### src/rtl/rr_decode_arbiter_if.sv
// Request/grant bundle between the round-robin arbiter and its requesters.
// Carries both the decoder-side select/disable pair and the decoded grant vector.
interface rr_decode_arbiter_if;
   logic [3:0] req;
   logic       dis;
   logic [1:0] sel;
   logic       dec_dis;
   logic [3:0] gnt_n;
   logic       busy;

   modport master (
      output req,
      output dis,
      input  sel,
      input  dec_dis,
      input  gnt_n,
      input  busy
   );

   modport slave (
      input  req,
      input  dis,
      output sel,
      output dec_dis,
      output gnt_n,
      output busy
   );
endinterface

### src/rtl/rr_decode_arbiter.sv
// Four-way round-robin arbiter with bounded tenure, driving a 2-to-4 active-low
// decoder (select + disable) and the matching registered one-hot grant vector.
module rr_decode_arbiter #(
   parameter int HOLD_MAX = 8,
   parameter int CNT_W    = 4
) (
   input  logic                 clk,
   input  logic                 rst_n,
   rr_decode_arbiter_if.slave   arb
);

   typedef enum logic {
      IDLE,
      GRANT
   } state_e;

   localparam logic [CNT_W-1:0] CNT_LAST = CNT_W'(HOLD_MAX - 1);

   state_e           state_q, state_d;
   logic [1:0]       ptr_q, ptr_d;
   logic [1:0]       sel_q, sel_d;
   logic [CNT_W-1:0] cnt_q, cnt_d;
   logic [3:0]       gntN_q, gntN_d;

   logic [3:0]       otherReq;
   logic [3:0]       rotReq;
   logic [1:0]       rotIdx;
   logic [1:0]       offset;
   logic [1:0]       winner;
   logic             anyOther;

   // Candidates exclude the current owner, rotated so bit 0 is the pointer slot.
   always_comb begin
      otherReq = arb.req;
      if (state_q == GRANT) begin
         otherReq[sel_q] = 1'b0;
      end
      rotReq = 4'b0000;
      rotIdx = 2'd0;
      for (int i = 0; i < 4; i++) begin
         rotIdx    = ptr_q + 2'(i);
         rotReq[i] = otherReq[rotIdx];
      end
      anyOther = |rotReq;
      casez (rotReq)
         4'b???1: offset = 2'd0;
         4'b??10: offset = 2'd1;
         4'b?100: offset = 2'd2;
         4'b1000: offset = 2'd3;
         default: offset = 2'd0;
      endcase
      winner = ptr_q + offset;
   end

   always_comb begin
      state_d = state_q;
      ptr_d   = ptr_q;
      sel_d   = sel_q;
      cnt_d   = cnt_q;
      gntN_d  = 4'b1111;

      unique case (state_q)
         IDLE: begin
            if (!arb.dis && anyOther) begin
               state_d = GRANT;
               sel_d   = winner;
               ptr_d   = winner + 2'd1;
               cnt_d   = '0;
            end
         end
         GRANT: begin
            if (arb.dis) begin
               state_d = IDLE;
               sel_d   = 2'd0;
               cnt_d   = '0;
            end else if (!arb.req[sel_q]) begin
               cnt_d = '0;
               if (anyOther) begin
                  sel_d = winner;
                  ptr_d = winner + 2'd1;
               end else begin
                  state_d = IDLE;
                  sel_d   = 2'd0;
               end
            end else if (cnt_q == CNT_LAST) begin
               // A lone owner simply restarts its tenure instead of being preempted.
               cnt_d = '0;
               if (anyOther) begin
                  sel_d = winner;
                  ptr_d = winner + 2'd1;
               end
            end else begin
               cnt_d = cnt_q + CNT_W'(1);
            end
         end
         default: begin
            state_d = IDLE;
            sel_d   = 2'd0;
            cnt_d   = '0;
         end
      endcase

      if (state_d == GRANT) begin
         gntN_d = ~(4'b0001 << sel_d);
      end
   end

   always_ff @(posedge clk or negedge rst_n) begin
      if (!rst_n) begin
         state_q <= IDLE;
         ptr_q   <= 2'd0;
         sel_q   <= 2'd0;
         cnt_q   <= '0;
         gntN_q  <= 4'b1111;
      end else begin
         state_q <= state_d;
         ptr_q   <= ptr_d;
         sel_q   <= sel_d;
         cnt_q   <= cnt_d;
         gntN_q  <= gntN_d;
      end
   end

   assign arb.sel     = sel_q;
   assign arb.dec_dis = (state_q == IDLE);
   assign arb.busy    = (state_q == GRANT);
   assign arb.gnt_n   = gntN_q;

endmodule

### src/flat_wrapper.sv
// flat-port wrapper written by rule: the top's interface ports become plain ports
module rr_decode_arbiter_flat 
#(
   parameter int HOLD_MAX = 8,
   parameter int CNT_W    = 4
)
  (clk, rst_n, arb_req, arb_dis, arb_sel, arb_dec_dis, arb_gnt_n, arb_busy);
  rr_decode_arbiter_if arb_i ();
  input  logic clk;
  input  logic rst_n;
  input wire logic [$bits(arb_i.req)-1:0] arb_req;
  input wire logic [$bits(arb_i.dis)-1:0] arb_dis;
  output wire logic [$bits(arb_i.sel)-1:0] arb_sel;
  output wire logic [$bits(arb_i.dec_dis)-1:0] arb_dec_dis;
  output wire logic [$bits(arb_i.gnt_n)-1:0] arb_gnt_n;
  output wire logic [$bits(arb_i.busy)-1:0] arb_busy;
  assign arb_i.req = arb_req;
  assign arb_i.dis = arb_dis;
  assign arb_sel = arb_i.sel;
  assign arb_dec_dis = arb_i.dec_dis;
  assign arb_gnt_n = arb_i.gnt_n;
  assign arb_busy = arb_i.busy;
  rr_decode_arbiter #(.HOLD_MAX(HOLD_MAX), .CNT_W(CNT_W)) u_core (.clk(clk), .rst_n(rst_n), .arb(arb_i));
endmodule
### config.mk
export PLATFORM = sky130hd
export DESIGN_NAME = rr_decode_arbiter_flat
export DESIGN_NICKNAME = d
export VERILOG_FILES = /design/src/rtl/rr_decode_arbiter_if.sv /design/src/rtl/rr_decode_arbiter.sv /design/src/flat_wrapper.sv
export SDC_FILE = /design/constraint.sdc
export NUM_CORES = 1
export LEC_CHECK = 0
export ABC_AREA = 1
export BUFFER_PORTS_ARGS = -buffer_cell sky130_fd_sc_hd__buf_4
export CAP_MARGIN = 20
export CORE_MARGIN = 3
export CORE_UTILIZATION = 49
export DETAILED_ROUTE_END_ITERATION = 12
export GPL_ROUTABILITY_DRIVEN = 0
export PLACE_DENSITY = 0.74
export SETUP_SLACK_MARGIN = 0.1
export SKIP_LAST_GASP = 1
export SLEW_MARGIN = 30
export SYNTH_ARGS = -nofsm -noshare
export SYNTH_HDL_FRONTEND = slang
export SYNTH_SLANG_ARGS = --single-unit
### constraint.sdc
create_clock -name clk -period 1.7 [get_ports clk]
set_input_delay 0.085 -clock clk [delete_from_list [all_inputs] [get_ports clk]]
set_output_delay 0.085 -clock clk [all_outputs]
set_load 0.005 [all_outputs]
==> flow_summary.ini <==
[run_status]
status = finished, violations left
violations = setup timing

[global_route]
grtUsageTotal_pct = 21.1
grt_pass1_vias = 878
grt_max_degree = 14
gr-total-overflow = 0
antenna_found_initial = 0
grt_pass1_wl_mm = 3.91

[routing]
ant_nets = 0
drc = 0
drt_iter0_drc = 24
dr.max_layer_used = met4
dr_wl_met3_um = 154
route.met2.wl_mm = 1.21
wl_per_cell_um = 13.3
avgViaCountPerCell = 5.25
wl_met1_mm = 1.05
vias = 961
drt_wl_total_mm = 2.43
dr.pass1.iters = 4

[pwr]
power_frac_clock_pct = 5.8
p_int_uw = 1630
switchingPower_uw = 1520
powerDensity_mw_per_mm2 = 2300
vdd_drop_max_mv = 1.46
leakagePower_uw = 0.000669
swShare_pct = 48.2
p_seq_share_pct = 19.0
p_comb_share_pct = 75.2

[timing]
clock_skew_ps = 11.1
setup_viol_count_final = 13
layout_setup_ws_ps = -348
clock.fmax_ghz = 0.488
relSlewSlack_pct = 75.3
setup_tns_ps = -2740
rsz0062_at_grt = true
hold_slack_ps = 182
tightestPinTransition_ps = 370
min_period_over_period_pct = 120
drv_slew = 0
final.min_clock_period_ps = 2050
finalHoldViolations = 0

[worst_setup_path]
end_kind = flip-flop
r2r-start = u_core.arb.sel[0]
crit_type = flip-flop to flip-flop
start_kind = flip-flop
worstPathMaxFanout = 5
r2r_setup_slack_ps = -350
worstPathRequired_ps = 1840
r2r_end = u_core.ptr_q[1]
cp.arrival_ps = 2190
worstRegToRegCells = 13

[synth]
yosysWarnings = 0
synthesis.nets = 132
syn_avg_cell_area_um2 = 7.32
synth.distinct_cells = 22
ys_seq_elements = 13
ys_seq_area_share_pct = 36.7
synthCells = 123
syn-cell-area_um2 = 901

[floorplanning]
io-pin-count = 15
die_h_um = 48.9
std_cell_rows = 14
die-area_mm2 = 0.00239
initial_core_util_pct = 55.9
coreArea_mm2 = 0.00161
die_w_um = 48.9

[clock_tree]
cts_buffers = 3
clock-sinks = 13
clk_latency_ps = 270
clk_path_buf_depth = 2
ctsRootBufferMaster = clkbuf_4
htree_num_levels = 1
cts_tree = built
cts.clk_slew.worst_paths_ps = 80

[cells_and_area]
mostFrequentLayoutCells = buf_4, nand2_1, nand3_2, nand3_1, inv_1
nets = 169
area_growth_pct = 52.2
drive_gt1_share_pct = 55.3
final_common_cell = buf_4
fill_cells = 92
antenna_cells = 0

[placed_design]
io_buffers = 14
dp_hpwl_mm = 1.70

[run]
drv_cap = 0

[worst_hold_path]
hp-class = primary input to asynchronous set/reset pin
==> final cells by class <==
type	count	area, µm²	area share [%]
multi-input cells	92	656	47.8
flip-flops and latches	13	335	24.5
repair buffers	34	262	19.1
inverters	16	62.6	4.56
well taps	24	30.0	2.19
clock buffers	4	26.3	1.92
==> critical path: stages (launching register included) <==
cell      delay (ps)
dfrtp_2          460
inv_2            100
nand3_2           90
nand3_2           90
nand3_2           70
nand2_2           80
nand3_2           80
a21boi_4         160
ha_4             170
xnor2_4          120
xor2_2           190
nand2_2          120
nor2_2           130
a21oi_1           60
==> worst max-delay path by stage <==
stage	start	end	slack, ps	depth (start not counted)
after floorplan	u_core.arb.sel[0]	u_core.ptr_q[1]	-120	13
after global placement	u_core.ptr_q[0]	u_core.arb.gnt_n[2]	-320	12
after detailed placement	u_core.ptr_q[0]	u_core.ptr_q[1]	-370	11
after CTS	u_core.ptr_q[0]	u_core.arb.gnt_n[0]	-300	13
after global routing	u_core.ptr_q[1]	u_core.ptr_q[1]	-450	11
final	u_core.arb.sel[0]	u_core.ptr_q[1]	-350	13
==> registers in the layout, indices dropped and copies added (netlist names) <==
name	flops
u_core.arb.busy	1
u_core.arb.gnt_n	4
u_core.arb.sel	2
u_core.cnt_q	4
u_core.ptr_q	2
==> cells by family after synthesis <==
group	share of synthesized area, %
xor gates and xnor gates	4.86
buffers and inverters	8.75
DFF	36.7
AOI/OAI and AO/OA	10.3
and+or+nand+nor	36.7
adders and majority gates	2.78
==> power by group through the flow <==
stage	logic, µW	clock network [µW]	registers (µW)
floorplan	1250	0	547
global placement	1800	0	578
detailed placement	1840	0	583
CTS	2000	192	580
global route	2600	211	623
finish	2370	183	601
==> metal layers <==
| metal | global-route usage [%] | up-vias |
|---|---|---|
| li1 | - | 477 |
| met1 | 27.6 | 439 |
| met2 | 35.1 | 43 |
| met3 | 5.50 | 2 |
| met4 | 3.79 | 0 |
| met5 | 0 | - |
==> through the flow <==
step | area, µm² | setup slack (ps) | utilization [%] | power, µW | cells
after floorplan | 958 | -124 | - | 1800 | 123
after global placement | 1190 | -318 | 73.7 | 2380 | 174
after detailed placement | 1190 | -373 | 73.7 | 2420 | 174
after CTS | 1280 | -303 | 79.7 | 2770 | 182
after global routing | 1370 | -446 | 85.1 | 3440 | 183
final | 1370 | -348 | 85.1 | 3160 | 183
==> synth_stat cells, drive strengths merged <==
cell type | instances | area share (%)
dfrtp | 9 | 25
a21oi | 5 | 3.2
xnor2 | 2 | 1.9
nand2 | 34 | 17
a22o | 1 | 0.97
ha | 2 | 2.8
dfstp | 4 | 12
a21boi | 1 | 0.83
o31ai | 3 | 2.5
o21ai | 5 | 2.8
xor2 | 3 | 2.9
nand3 | 26 | 15
inv | 16 | 6.7
buf | 2 | 2.1
nor2 | 10 | 4.2
==> repair_timing <==
action | 4_1_cts | 5_1_grt
pin swaps | 3 | 1
buffers inserted | 3 | 1
setup endpoints to repair | 13 | 13
endpoints found under the hold margin | 13 | 0
gates resized for setup | 10 | 15
hold buffers | 1 | 0
(Power assumes the default switching activity.)
